File: config.mk
export PLATFORM = sky130hd
export DESIGN_NAME = rr_multiplexer
export DESIGN_NICKNAME = d
export VERILOG_FILES = /design/src/rtl/rr_multiplexer.sv
export SDC_FILE = /design/constraint.sdc
export NUM_CORES = 1
export LEC_CHECK = 0
export CELL_PAD_IN_SITES_DETAIL_PLACEMENT = 0
export CELL_PAD_IN_SITES_GLOBAL_PLACEMENT = 1
export CORE_MARGIN = 1.5
export CORE_UTILIZATION = 40
export CTS_CLUSTER_DIAMETER = 200
export CTS_CLUSTER_SIZE = 12
export DETAILED_ROUTE_END_ITERATION = 12
export DONT_BUFFER_PORTS = 1
export HOLD_SLACK_MARGIN = 0.03
export PLACE_DENSITY = 0.71
export SKIP_CTS_REPAIR_TIMING = 1
export SLEW_MARGIN = 20
export SYNTH_ARGS = -nofsm -noshare
export SYNTH_HDL_FRONTEND = slang
export SYNTH_SLANG_ARGS = --single-unit
File: constraint.sdc
create_clock -name clk -period 2.63 [get_ports clk]
set_input_delay 0.1315 -clock clk [delete_from_list [all_inputs] [get_ports clk]]
set_output_delay 0.1315 -clock clk [all_outputs]
set_load 0.02 [all_outputs]
File: src/rtl/rr_multiplexer.sv
// Four-channel round-robin multiplexer: serialises W/X/Y/Z words onto a
// registered A/SEL pair with valid/ready handshakes on every channel.
module rr_multiplexer #(
  parameter int unsigned WIDTH = 2
) (
  input  logic             clk,
  input  logic             rst,
  input  logic [WIDTH-1:0] W,
  input  logic [WIDTH-1:0] X,
  input  logic [WIDTH-1:0] Y,
  input  logic [WIDTH-1:0] Z,
  input  logic             W_VALID,
  input  logic             X_VALID,
  input  logic             Y_VALID,
  input  logic             Z_VALID,
  output logic             W_READY,
  output logic             X_READY,
  output logic             Y_READY,
  output logic             Z_READY,
  output logic [WIDTH-1:0] A,
  output logic [1:0]       SEL,
  output logic             OUT_VALID,
  input  logic             OUT_READY
);

  logic [WIDTH-1:0] a_q, a_d;
  logic [1:0]       sel_q, sel_d;
  logic [1:0]       ptr_q, ptr_d;
  logic             out_valid_q, out_valid_d;

  logic             load;
  logic [3:0]       valid_vec;
  logic [3:0]       ready_vec;
  logic [1:0]       cand;
  logic             grant_found;
  logic [1:0]       grant_idx;
  logic [WIDTH-1:0] grant_data;

  // Rotating priority search starting at ptr_q; first valid channel wins.
  always_comb begin
    load        = !out_valid_q || OUT_READY;
    valid_vec   = {Z_VALID, Y_VALID, X_VALID, W_VALID};
    cand        = '0;
    grant_found = 1'b0;
    grant_idx   = ptr_q;
    for (int unsigned i = 0; i < 4; i++) begin
      cand = ptr_q + 2'(i);
      if (!grant_found && valid_vec[cand]) begin
        grant_found = 1'b1;
        grant_idx   = cand;
      end
    end
  end

  always_comb begin
    grant_data = W;
    case (grant_idx)
      2'd0: grant_data = W;
      2'd1: grant_data = X;
      2'd2: grant_data = Y;
      2'd3: grant_data = Z;
      default: grant_data = W;
    endcase
  end

  // READY is gated by rst so no source handshake completes while reset is held.
  always_comb begin
    ready_vec = '0;
    if (load && grant_found && !rst) begin
      ready_vec[grant_idx] = 1'b1;
    end
  end

  always_comb begin
    a_d         = a_q;
    sel_d       = sel_q;
    ptr_d       = ptr_q;
    out_valid_d = out_valid_q;
    if (load) begin
      if (grant_found) begin
        a_d         = grant_data;
        sel_d       = grant_idx;
        ptr_d       = grant_idx + 2'd1;
        out_valid_d = 1'b1;
      end else begin
        out_valid_d = 1'b0;
      end
    end
  end

  always_ff @(posedge clk or posedge rst) begin
    if (rst) begin
      a_q         <= '0;
      sel_q       <= '0;
      ptr_q       <= '0;
      out_valid_q <= 1'b0;
    end else begin
      a_q         <= a_d;
      sel_q       <= sel_d;
      ptr_q       <= ptr_d;
      out_valid_q <= out_valid_d;
    end
  end

  assign W_READY   = ready_vec[0];
  assign X_READY   = ready_vec[1];
  assign Y_READY   = ready_vec[2];
  assign Z_READY   = ready_vec[3];
  assign A         = a_q;
  assign SEL       = sel_q;
  assign OUT_VALID = out_valid_q;

endmodule

==> results of run 1 <==
-- critical path, stage by stage (launching register included) --
cell and delay, ns:
dfrtp_1 0.38, nor2b_1 0.07, o21ai_0 0.34, nand3_1 0.20, ha_1 0.25, a222oi_1 0.32
o21ai_0 0.13, mux2_4 0.26
-- cell type report --
type / count / area (sq um) / area share
Sequential cell: 7 / 175 / 0.294
Clock buffer: 4 / 26.3 / 0.0441
Multi-Input combinational cell: 47 / 362 / 0.607
Timing Repair Buffer: 1 / 10.0 / 0.0168
Tap cell: 15 / 18.8 / 0.0315
Inverter: 1 / 3.75 / 0.00630
-- sequential cells by signal, summed over array words and instances (netlist names) --
| name | flops |
|---|---|
| A | 2 |
| OUT_VALID | 1 |
| SEL | 2 |
| ptr_q | 2 |
-- worst max-delay path by stage --
| stage | start | to | slack, ns | cells after the start |
|---|---|---|---|---|
| floorplan | ptr_q[0]$_DFFE_PP0N_ | A[0]$_DFFE_PP0N_ | 0.81 | 7 |
| global placement | ptr_q[0]$_DFFE_PP0N_ | A[1]$_DFFE_PP0N_ | 0.60 | 7 |
| detailed placement | ptr_q[0]$_DFFE_PP0N_ | A[0]$_DFFE_PP0N_ | 0.56 | 7 |
| CTS | ptr_q[0]$_DFFE_PP0N_ | A[0]$_DFFE_PP0N_ | 0.56 | 7 |
| global route | ptr_q[0]$_DFFE_PP0N_ | A[0]$_DFFE_PP0N_ | 0.32 | 7 |
| finish | ptr_q[0]$_DFFE_PP0N_ | A[0]$_DFFE_PP0N_ | 0.57 | 7 |
-- power by group through the flow --
stage,clock network [uW],logic (uW),registers [uW]
global route,106,241,212
finish,96.4,211,207
global placement,0,212,208
detailed placement,0,212,209
floorplan,0,181,202
CTS,101,214,207
-- cells by family after synthesis --
| group | count (synthesis) | synth area share |
|---|---|---|
| simple gates | 23 | 0.256 |
| compound gates | 16 | 0.204 |
| flops | 7 | 0.317 |
| fa+ha+maj | 5 | 0.113 |
| mux | 3 | 0.0816 |
| buf+inv | 2 | 0.0272 |
-- metal layers --
layer,part of all wire,vias up,global-route usage
met5,0,-,0
met4,0.0054,0,0.0776
met3,0.090,2,0.0500
met2,0.45,21,0.258
met1,0.45,200,0.172
li1,-,221,-
-- cell usage after synthesis, types with 2 or more instances --
cell and n:
a21boi_0 2, a21oi_1 2, a222oi_1 2, a41oi_1 2, and3_1 6, dfrtp_1 7, ha_1 5, mux2_4 3
nand2_1 2, nand2b_1 2, nand3_1 2, nor2b_1 4, o21ai_0 5, o21bai_1 2, or2_2 2
-- per-stage QoR --
step / utilization / power [uW] / setup WS [ns] / cell area (sq um) / hold slack (ns)
after global routing: 0.458 / 559 / 0.323 / 596 / 0.116
after floorplan: - / 383 / 0.805 / 552 / -0.0443
final: 0.458 / 515 / 0.568 / 596 / 0.111
after global placement: 0.430 / 420 / 0.597 / 559 / 0.00807
after detailed placement: 0.430 / 421 / 0.564 / 559 / 0.00423
after CTS: 0.450 / 522 / 0.561 / 586 / -0.269
==> results.ini, run 1 <==
[drt]
wl_um=1110
final_antenna_net_count=0
first_iter_violations=6
vias=444
avgViaCountPerCell=5.92
drt-pass1-iter-count=4
wl_per_cell_um=14.8
remaining_drc_errors=0

[power]
cell_internal_pwr_uw=312
pwr-share-seq=0.403
clock_power_share=0.187
switching_power_uw=203
p_per_area_nw_per_um2=865
comb_power_share=0.410
p_leak_uw=0.000279
netSwitchingFraction=0.394
peakVddDrop_mv=0.328

[setup_path]
cp.arrival_ns=2.20
reg2reg_depth=7
cp-end-kind=flip-flop
ff2ff_setup_slack_ns=0.57
cp-start-kind=flip-flop
r2r-end=A[0]$_DFFE_PP0N_
critical_path_required_ns=2.77
cp_max_fo=4
rr_startpoint=ptr_q[0]$_DFFE_PP0N_
crit_type=flip-flop to flip-flop

[place]
routabilityCongestion=0.720
numPortBuffers=0
place_inst=70
hpwl_um=872

[synthesis]
async_flop_share=1.00
yosysWarnings=0
syn_inst=56
synth_top_cell_by_area=dfrtp_1
ys_seq_area_frac=0.317
synth-seq-cells=7
ys.flop_type=dfrtp_1
syn_area_sq_um=552
synth_fp_nets=76
yosys-top-cells-area=dfrtp_1, ha_1, mux2_4
synth_enable_flop_cells=0
synth_top_area_frac=0.317
avgSynthCellArea_sq_um=9.85
synthDistinctLibCells=23

[global_routing]
antenna_found_initial=0
grt_overflow=0
grt_pass1_wl_um=1590
grt_max_degree=12
grt_pass1_vias=404
grtUsageTotal=0.154

[flow_run]
cap_viol_max_count=0

[finish]
area_delta_synth_final_pct=7.94
nets=81
n_fill_cell=131
layout_common_cells=dfrtp_1, and3_1, o21ai_0, ha_1, nor2b_1
diodes=0
layout_commonest_cell=dfrtp_1
layout-drive-gt1-share=0.167
stdcell_count=75

[clock_network]
cts_buffer_depth=2
clock_latency_ns=0.25
clock-sinks=7
ctsRootBufferMaster=clkbuf_4
cts_buffers=3
clkSlewWorstSetupHoldPaths_ns=0.05
htreeDepth=1
cts_tree=yes

[sta]
rsz0062_at_grt=false
setup_violations=0
finalCriticalPeriod_ns=2.06
slew_viol_final=0
fin_skew_ns=0.00347
tightest_slew_ns=0.377
final_hold_viol_count=0
max_clock_freq_mhz=485
period_share=0.784
max_slew_margin=0.746
finalSetupTns_ns=0

[die]
fp.dieArea_sq_um=1610
core_area_sq_um=1300
fp.dieW_um=40.1
rows=13
io-pin-count=24
fp.dieH_um=40.1
initial_core_util=0.424

[worst_hold_path]
min_to=SEL[1]$_DFFE_PP0N_
hold-path-cell-count=2
hold_path.class=input pin to flip-flop
min_from=W_VALID

[run_status]
status=finished, final reports clean

Power figures use the tool's default switching activity.
==> inputs of run 2 (changes only) <==
==> constraint.sdc (replaced) <==
create_clock -name clk -period 1.9 [get_ports clk]
set_input_delay 0.095 -clock clk [delete_from_list [all_inputs] [get_ports clk]]
set_output_delay 0.095 -clock clk [all_outputs]
set_load 0.02 [all_outputs]
==> run 2 against run 1 <==
Net effect: the run now ends with setup timing left; combinational power up 110%; sequential power up 46%; via count up 12%; non-clock buffer count up 11; hold slack worse by 0.061 ns; highest routed layer unchanged; critical path depth unchanged; cell count up 15%; maximum frequency up 7.7%; die area unchanged; design area up 25%; clock-buffer cell count unchanged; sequential cell count unchanged.
==> results.ini, run 2 (synthesis gave the netlist of run 1 again) <==
[run_status]
status=finished with violations
violations=setup timing

[power]
comb_power_share=0.495  ; +0.085
pwr-share-seq=0.338  ; -0.065
netSwitchingFraction=0.392  ; -0.00252
p_leak_uw=0.000335  ; +20%
clock_power_share=0.167  ; -0.020
cell_internal_pwr_uw=546  ; +75%
p_per_area_nw_per_um2=1200  ; +39%
total_power_uw=898  ; +74%
switching_power_uw=352  ; +73%
peakVddDrop_mv=0.540  ; +64%

[setup_path]
cp_max_fo=7  ; +3
crit_type=flip-flop to flip-flop
cp-start-kind=flip-flop
cp.arrival_ns=2.06  ; -0.14 ns
path_buf_inv=0  ; unchanged
cpPeakStageDelay_ns=0.45  ; +0.07 ns
cp_slowest_cell=dfrtp_2
path_cells=a21boi_2 > o21bai_2 > nand3_2 > ha_2 > a222oi_1 > o21ai_1 > mux2_4
critical_path_required_ns=2.05  ; -0.72 ns
cp-end-kind=flip-flop
critPathTopFamily=compound AO/OA/AOI/OAI gates

[finish]
layout_common_cells=buf_4, dfrtp_1
n_fill_cell=114  ; -13%
stdcell_count=86  ; +15%
nets=92  ; +14%
area_delta_synth_final_pct=35.4
diodes=0  ; unchanged
fin_util=0.574  ; +0.116
layout-drive-gt1-share=0.549  ; +0.383
layout_commonest_cell=buf_4

[drt]
final_antenna_net_count=0  ; unchanged
first_iter_violations=4  ; -2
wl_per_cell_um=16.1  ; +8.3%
drt-pass1-iter-count=4  ; unchanged
wl_um=1380  ; +24%
avgViaCountPerCell=5.79  ; -2.2%
remaining_drc_errors=0  ; unchanged
vias=498  ; +12%

[sta]
max_slew_margin=0.752  ; +0.00579
finalCriticalPeriod_ns=1.91  ; -0.148 ns
fin_skew_ns=0.00523  ; +0.00177 ns
tightest_slew_ns=0.372  ; -0.00511 ns
postLayoutSetupSlackWorst_ns=-0.0140  ; -0.582 ns
slew_viol_final=0  ; unchanged
max_clock_freq_mhz=522  ; +7.7%
setup_violations=1  ; +1
period_share=1.01  ; +0.224
fin_hold_ws_ns=0.0502  ; -0.0609 ns
rsz0062_at_grt=true
final_hold_viol_count=0  ; unchanged

[global_routing]
grt_overflow=0  ; unchanged
grt_pass1_wl_um=2010  ; +26%
grt_max_degree=12  ; unchanged
grt_pass1_vias=471  ; +17%
antenna_found_initial=0  ; unchanged
grtUsageTotal=0.198  ; +0.0445

[clock_network]
htreeDepth=1  ; unchanged
clock_latency_ns=0.27  ; +0.02 ns
clock-sinks=7  ; unchanged
cts_tree=yes
ctsRootBufferMaster=clkbuf_4
clkSlewWorstSetupHoldPaths_ns=0.06  ; about the same
cts_buffers=3  ; unchanged
cts_buffer_depth=2  ; unchanged

[worst_hold_path]
hold_path.class=input pin to flip-flop

[die]
fp.dieH_um=40.1  ; unchanged
fp.dieArea_sq_um=1610  ; unchanged
fp.dieW_um=40.1  ; unchanged
io-pin-count=24  ; unchanged
rows=13  ; unchanged
initial_core_util=0.424  ; unchanged
core_area_sq_um=1300  ; unchanged

[place]
routabilityCongestion=0.770  ; +7.0%
numPortBuffers=0  ; unchanged
place_inst=77  ; +10%
dp_slack_ns=-0.109  ; -0.673 ns
hpwl_um=967  ; +11%

[flow_run]
cap_viol_max_count=0  ; unchanged

==> run 2: cell count changes in the layout (fill, tap and decap cells not counted), moves of 3 or more <==
cell     delta
ha_2        +3
buf_4      +11
o21ai_0     -5
o21ai_2     +3
and3_1      -3
ha_1        -3
and3_4      +3
==> run 2: metal layers <==
| layer | track usage | vias up | share of wire |
|---|---|---|---|
| met5 | 0 | - | 0 |
| met2 | 0.331 | 21 | 0.49 |
| met3 | 0.0556 | 5 | 0.072 |
| li1 | - | 243 | - |
| met1 | 0.227 | 229 | 0.41 |
| met4 | 0.103 | 0 | 0.026 |
==> run 2: worst register-to-register path, stage by stage, from the launching register on <==
cell      delay, ns
dfrtp_2        0.45
a21boi_2       0.09
o21bai_2       0.20
nand3_2        0.11
ha_2           0.21
a222oi_1       0.35
o21ai_1        0.12
mux2_4         0.26
==> run 2: path summary, 6_finish.rpt <==
path | start | end | slack (ns) | cells past startpoint
worst max register to register | ptr_q[1]$_DFFE_PP0N_ | A[1]$_DFFE_PP0N_ | -0.01 | 7
worst min register to register | ptr_q[0]$_DFFE_PP0N_ | ptr_q[0]$_DFFE_PP0N_ | 0.63 | 2
max in group asynchronous | rst | ptr_q[1]$_DFFE_PP0N_ | 1.37 | 2
worst max-delay path | ptr_q[1]$_DFFE_PP0N_ | A[1]$_DFFE_PP0N_ | -0.01 | 7
min in group asynchronous | rst | SEL[1]$_DFFE_PP0N_ | 0.24 | 2
worst min-delay path | W_VALID | SEL[1]$_DFFE_PP0N_ | 0.05 | 2
==> run 2: power groups by stage <==
stage / sequential [uW] / clock (uW) / combinational [uW]
5_1_grt: 316 / 163 / 490
3_5_place_dp: 293 / 0 / 352
4_1_cts: 290 / 151 / 358
3_3_place_gp: 289 / 0 / 351
6_report: 303 / 150 / 445
2_1_floorplan: 279 / 0 / 250
==> run 2: final cells by class <==
| cell class | count | area (sq um) | share of cell area |
|---|---|---|---|
| inverters | 1 | 3.75 | 0.00503 |
| flip-flops and latches | 7 | 176 | 0.236 |
| clock buffers | 4 | 26.3 | 0.0352 |
| repair buffers | 12 | 92.6 | 0.124 |
| well taps | 15 | 18.8 | 0.0251 |
| multi-input cells | 47 | 429 | 0.575 |
==> run 2: metrics by stage <==
step	setup TNS, ns	cell area [sq um]
2_1_floorplan	0	552
3_3_place_gp	-0.126	612
3_5_place_dp	-0.192	612
4_1_cts	-0.300	638
5_1_grt	-0.162	747
6_report	-0.0140	747
